`src/rtl/adder_pkg.sv`:
```
// Shared definitions for the pipelined adder.
// Holds the default datapath and segment widths plus the op-mode encoding.
package adder_pkg;

  localparam int unsigned DATA_W    = 32;
  localparam int unsigned ADD_SEG_W = 8;

  localparam logic OP_ADD = 1'b0;
  localparam logic OP_SUB = 1'b1;

endpackage

```
`src/rtl/adder_seg.sv`:
```
// Combinational SEG-bit adder slice.
//   a, b  : slice operands
//   ci    : carry into bit 0 of the slice
//   s     : slice sum
//   co    : carry out of the slice MSB
//   c_msb : carry into the slice MSB (used for signed overflow)
module adder_seg
  import adder_pkg::*;
#(
  parameter int unsigned SEG = ADD_SEG_W
) (
  input  logic [SEG-1:0] a,
  input  logic [SEG-1:0] b,
  input  logic           ci,
  output logic [SEG-1:0] s,
  output logic           co,
  output logic           c_msb
);

  logic [SEG:0] sum;

  assign sum = {1'b0, a} + {1'b0, b} + {{SEG{1'b0}}, ci};
  assign s   = sum[SEG-1:0];
  assign co  = sum[SEG];
  // The carry into the MSB is recovered from the MSB sum bit and its operands.
  assign c_msb = sum[SEG-1] ^ a[SEG-1] ^ b[SEG-1];

endmodule

```
`src/rtl/adder_pipe.sv`:
```
// Pipelined WIDTH-bit add/subtract with valid/ready flow control.
// The add is split into NSTG = WIDTH/SEG carry-chained segments, one per
// register stage; exactly NSTG cycles of latency, one op per cycle.
//   i_clk, i_rst        : clock, synchronous active-high reset
//   i_valid / o_ready   : operand handshake
//   i_op1, i_op2, i_c0  : operands and carry/borrow in
//   i_sub               : 0 = A+B+c0, 1 = A-B-c0
//   o_valid / i_ready   : result handshake
//   o_result, o_carry, o_ov : sum, MSB carry-out, signed overflow
// Build option ADDER_PIPE_SATURATE_EN adds i_sat: saturate o_result on
// signed overflow (flags still report the raw values).
module adder_pipe
  import adder_pkg::*;
#(
  parameter int unsigned WIDTH = DATA_W,
  parameter int unsigned SEG   = ADD_SEG_W
) (
  input  logic             i_clk,
  input  logic             i_rst,
  input  logic             i_valid,
  output logic             o_ready,
  input  logic [WIDTH-1:0] i_op1,
  input  logic [WIDTH-1:0] i_op2,
  input  logic             i_c0,
  input  logic             i_sub,
`ifdef ADDER_PIPE_SATURATE_EN
  input  logic             i_sat,
`endif
  output logic             o_valid,
  input  logic             i_ready,
  output logic [WIDTH-1:0] o_result,
  output logic             o_carry,
  output logic             o_ov
);

  localparam int unsigned NSTG = WIDTH / SEG;

  if ((SEG == 0) || ((WIDTH % SEG) != 0) || (SEG > WIDTH)) begin : g_bad_cfg
    $error("adder_pipe: WIDTH must be a nonzero multiple of SEG");
  end

  logic adv;

  // Stage registers: operands travel with the partial result.
  logic             vld_q [NSTG];
  logic [WIDTH-1:0] a_q   [NSTG];
  logic [WIDTH-1:0] b_q   [NSTG];
  logic [WIDTH-1:0] res_q [NSTG];
  logic             cy_q  [NSTG];
  logic             ov_q  [NSTG];

  // Stage inputs (previous stage register, or the primary inputs for stage 0).
  logic             src_v   [NSTG];
  logic [WIDTH-1:0] src_a   [NSTG];
  logic [WIDTH-1:0] src_b   [NSTG];
  logic [WIDTH-1:0] src_res [NSTG];
  logic             src_cy  [NSTG];

  // Stage next-state values.
  logic [SEG-1:0]   seg_s   [NSTG];
  logic             seg_co  [NSTG];
  logic             seg_cm  [NSTG];
  logic [WIDTH-1:0] nxt_res [NSTG];
  logic             nxt_ov  [NSTG];

`ifdef ADDER_PIPE_SATURATE_EN
  logic sat_q   [NSTG];
  logic src_sat [NSTG];
`endif

  assign o_valid  = vld_q[NSTG-1];
  assign o_result = res_q[NSTG-1];
  assign o_carry  = cy_q[NSTG-1];
  assign o_ov     = ov_q[NSTG-1];

  assign adv     = !o_valid || i_ready;
  assign o_ready = adv;

  for (genvar k = 0; k < NSTG; k++) begin : g_stg

    logic [WIDTH-1:0] res_w;

    if (k == 0) begin : g_src_in
      assign src_v[k]   = i_valid;
      assign src_a[k]   = i_op1;
      assign src_b[k]   = (i_sub == OP_ADD) ? i_op2 : ~i_op2;
      assign src_res[k] = '0;
      assign src_cy[k]  = i_c0 ^ i_sub;
`ifdef ADDER_PIPE_SATURATE_EN
      assign src_sat[k] = i_sat;
`endif
    end else begin : g_src_reg
      assign src_v[k]   = vld_q[k-1];
      assign src_a[k]   = a_q[k-1];
      assign src_b[k]   = b_q[k-1];
      assign src_res[k] = res_q[k-1];
      assign src_cy[k]  = cy_q[k-1];
`ifdef ADDER_PIPE_SATURATE_EN
      assign src_sat[k] = sat_q[k-1];
`endif
    end

    adder_seg #(
      .SEG (SEG)
    ) u_seg (
      .a     (src_a[k][k*SEG +: SEG]),
      .b     (src_b[k][k*SEG +: SEG]),
      .ci    (src_cy[k]),
      .s     (seg_s[k]),
      .co    (seg_co[k]),
      .c_msb (seg_cm[k])
    );

    always_comb begin
      res_w                 = src_res[k];
      res_w[k*SEG +: SEG]   = seg_s[k];
    end

    assign nxt_ov[k] = seg_cm[k] ^ seg_co[k];

`ifdef ADDER_PIPE_SATURATE_EN
    if (k == NSTG - 1) begin : g_sat
      assign nxt_res[k] = (src_sat[k] && nxt_ov[k])
                        ? {src_a[k][WIDTH-1], {(WIDTH-1){~src_a[k][WIDTH-1]}}}
                        : res_w;
    end else begin : g_nosat
      assign nxt_res[k] = res_w;
    end
`else
    assign nxt_res[k] = res_w;
`endif

    // Data only loads with a valid op so the output stage holds across bubbles.
    always_ff @(posedge i_clk) begin
      if (i_rst) begin
        vld_q[k] <= 1'b0;
        a_q[k]   <= '0;
        b_q[k]   <= '0;
        res_q[k] <= '0;
        cy_q[k]  <= 1'b0;
        ov_q[k]  <= 1'b0;
`ifdef ADDER_PIPE_SATURATE_EN
        sat_q[k] <= 1'b0;
`endif
      end else if (adv) begin
        vld_q[k] <= src_v[k];
        if (src_v[k]) begin
          a_q[k]   <= src_a[k];
          b_q[k]   <= src_b[k];
          res_q[k] <= nxt_res[k];
          cy_q[k]  <= seg_co[k];
          ov_q[k]  <= nxt_ov[k];
`ifdef ADDER_PIPE_SATURATE_EN
          sat_q[k] <= src_sat[k];
`endif
        end
      end
    end

  end

endmodule
```
`config.mk`:
```
export PLATFORM = sky130hd
export DESIGN_NAME = adder_pipe
export DESIGN_NICKNAME = d
export VERILOG_FILES = /design/src/rtl/adder_pkg.sv /design/src/rtl/adder_seg.sv /design/src/rtl/adder_pipe.sv
export SDC_FILE = /design/constraint.sdc
export NUM_CORES = 1
export LEC_CHECK = 0
export ABC_CLOCK_PERIOD_IN_PS = 3600
export CORE_MARGIN = 2
export CORE_UTILIZATION = 49
export DETAILED_ROUTE_END_ITERATION = 16
export GPL_TIMING_DRIVEN = 0
export HOLD_SLACK_MARGIN = 0.08
export PLACE_DENSITY = 0.83
export SLEW_MARGIN = 20
export SYNTH_ARGS = -nofsm -noshare
export SYNTH_HDL_FRONTEND = slang
export SYNTH_SLANG_ARGS = --single-unit
```
`constraint.sdc`:
```
create_clock -name i_clk -period 3.6 [get_ports i_clk]
set_input_delay 0.9 -clock i_clk [delete_from_list [all_inputs] [get_ports i_clk]]
set_output_delay 0.9 -clock i_clk [all_outputs]
set_load 0.02 [all_outputs]
```
==> run metrics <==
outcome completed; CP Capture Type primary output; clock power share 0.380; Yosys cell types 34; asr flop ratio synth 0; most used cell, CP clkdlybuf4s50_1; Vias 5061; GR Util met1 0.219; RSZ-0062 raised after global routing false; # nets final 843; worst clock skew 0.00951 ns; PortBufs 104; Post-Synth Adder-Cell Area 0.0613; final routed DRC violation total 0; Layout area overhead 23.9%; Die W 134 um; worst hold slack 0.554 ns; flop and latch count out of synthesis 185; Clock Sink Count 185; cell row count 47; first-iteration detailed-routing DRC count 320; type of the worst min-delay path flip-flop to flip-flop; Switching Power 1130 uW; setup violators final 0; First-pass DRT Iterations 5; total core area 16600 um^2; Worst EP arrival 2.25 ns; simple-gate share of the synthesized area 0.144; vias in the first global route 5064; Ports 106; Buffers & Inverters on Critical Path 3; hold_buf cts 0; synthesized area per cell 13.6 um^2; total global routing overflow 0; internal power 3960 uW; critical path peak fanout 7; CP Launch Type primary input; share of cells above drive strength 1 0.0733; clk root buf clkbuf_16; initial antenna violation count 0; total power 5080 uW; sequential area share after synthesis 0.667; Max VDD drop 0.370 mV; post-CTS sizing 0; Max Cap Viol 0; post-detail-place hpwl 11700 um; grt met3 use 0.0370; crit path max-delay cell type clkdlybuf4s50_1; global-route wire length before repair 25100 um; Switching Share 0.222; syn_nets 718; largest family of logic cells by synthesized area simple AND/OR/NAND/NOR gates; P_leak 0.00438 uW; Final ANT Viol Nets 0; pwr dens 492 nW/um^2; Crit path required time 2.70 ns; CP Cell Sequence clkdlybuf4s50_1, nand2b_1, buf_2, clkdlybuf4s50_1; Wirelength per Cell 16.1 um; pin count of the biggest net entering global routing 42; Synth Area in Compound Gates 0.0454; Synth Area in XOR/XNOR 0.0524; logic gate share of total power 0.112; die span in y 134 um; Max stage delay on crit path 0.63 ns; final period utilization 0.875; Slew @ Worst Pin 0.847 ns; Post-synth EDFFs 185; Starting Density 0.502; min Tclk post-route 3.15 ns; Num CTS Buffers 17; Main synth FF type edfxtp_1; max-slew violation count 0; die area 18100 um^2; Total GRT Usage 0.181; Rel. slew slack 0.435; cell count after synthesis 612; Reg power frac 0.508; CP top delay family buffers and inverters; critical path class primary input to primary output; Clock H-tree levels 4; mux cell area share after synthesis 0; Ys Warns 0; Vias/cell 5.22; GR peak layer met2; clock buffer depth 2; CTS tree built; met2 Usage GRT 0.319; clk slew on worst S/H paths 0.06 ns; worst-skew pair later-pin latency 0.42 ns; post-synthesis cell area 8330 um^2; Post-CTS Setup Bufs 0; Max Freq 317 MHz; final core utilization 0.623; routed wire length 15700 um; ant diodes 0; Final Wtd Congestion 0.845; Hold Fails Final Rpt 0
worst reg2reg max path, cell delays in order (launching register included):
cell and delay, ns:
edfxtp_1 0.40, inv_1 0.10, fa_1 0.20, inv_1 0.06
fa_1 0.42, a21o_1 0.18, a21oi_1 0.22, nor2_1 0.09
or2_2 0.27, a211oi_1 0.28, nor2_1 0.08
flip-flops by register name (all words and copies together) (netlist names):
signal	flops
res_q	80
a_q	48
b_q	48
cy_q	4
vld_q	4
ov_q	1
cells in the final DEF (no fill, tap or decap), drive strengths merged:
cell type      netlist  routed
a211oi               4       4
edfxtp             185     185
o21a                 5       5
inv                 28      30
o31a                 1       1
clkinv               0       8
nor2                59      59
buf                 15      17
bufinv               0       4
nand4                2       2
o21ai               16      16
nor2b                8       8
nand2b               2       2
o211ai               2       2
a21oi               13      13
ha                  28      28
o41ai                2       2
clkbuf              18      35
a2111o               1       1
fa                   8       8
a211o                2       2
or2                  2       2
nor3                 7       7
a21boi               1       1
a21o                 7       7
o31ai                3       3
and2                 1       1
xor2                13      13
a2111oi              1       1
clkdlybuf4s50        0     104
and3               124     124
xnor2               36      36
clkinvlp             0       1
nand2               18      18
through the flow:
| stage | TNS (ns) | setup slack, ns | cell area, um^2 | std cells |
|---|---|---|---|---|
| 6_report | 0 | 0.449 | 10300 | 970 |
| 5_1_grt | 0 | 0.248 | 10300 | 970 |
| 4_1_cts | 0 | 0.442 | 10300 | 970 |
| 3_5_place_dp | 0 | 0.0329 | 9700 | 938 |
| 3_3_place_gp | -16.19 | -0.287 | 9650 | 936 |
| 2_1_floorplan | 0 | 0.384 | 8330 | 612 |
worst paths after layout:
kind,from,to,slack [ns],cells past startpoint
setup / recovery,i_ready,o_ready,0.45,4
hold / removal,res_q[1][21]$_SDFFCE_PN0P_,res_q[1][53]$_SDFFCE_PN0P_,0.55,1
setup reg to reg,b_q[0][8]$_SDFFCE_PN0P_,res_q[0][46]$_SDFFCE_PN0P_,1.04,10
hold reg to reg,res_q[1][21]$_SDFFCE_PN0P_,res_q[1][53]$_SDFFCE_PN0P_,0.55,1
per-layer routing:
metal	wire, um	up-vias	share of wire
met4	316	0	0.020
met2	8090	144	0.52
li1	-	2481	-
met3	638	23	0.041
met1	6620	2413	0.42
met5	0	-	0
cells by family (layout without fill, tap and decap cells):
logic type,count (synthesis),count (layout)
buffers and inverters,61,199
DFF,185,185
adders and majority gates,36,36
xor gates and xnor gates,49,49
AOI/OAI and AO/OA,58,58
and+or+nand+nor,223,223
power groups by stage:
stage               combinational (uW)  sequential, uW  clock [uW]
CTS                                571            2580        1950
global placement                   530            2620           0
finish                             569            2580        1930
detailed placement                 564            2620           0
global route                       625            2590        2040
floorplan                          319            2630           0
synthesized netlist by cell type (all sizes together), types with 7 or more instances:
library cell	instances	area [um^2]
clkbuf	18	67.6
and3	124	776
nor2b	8	50.1
xor2	13	121
ha	28	350
buf	15	80.1
nand2	18	70.1
xnor2	36	315
edfxtp	185	5560
a21o	7	52.6
fa	8	160
a21oi	13	65.1
o21ai	16	83.8
nor2	59	221
inv	28	105
nor3	7	35.0
layout make-up:
type,count,area [um^2]
plain buffers,33,148
fillers,1176,6260
multi-input cells,366,2530
repair buffers,106,1090
inverters,28,105
clock inverters,15,200
flip-flops and latches,185,5560
clock buffers,17,425
well taps,220,275
No activity file was read; power rests on OpenSTA's default activity.
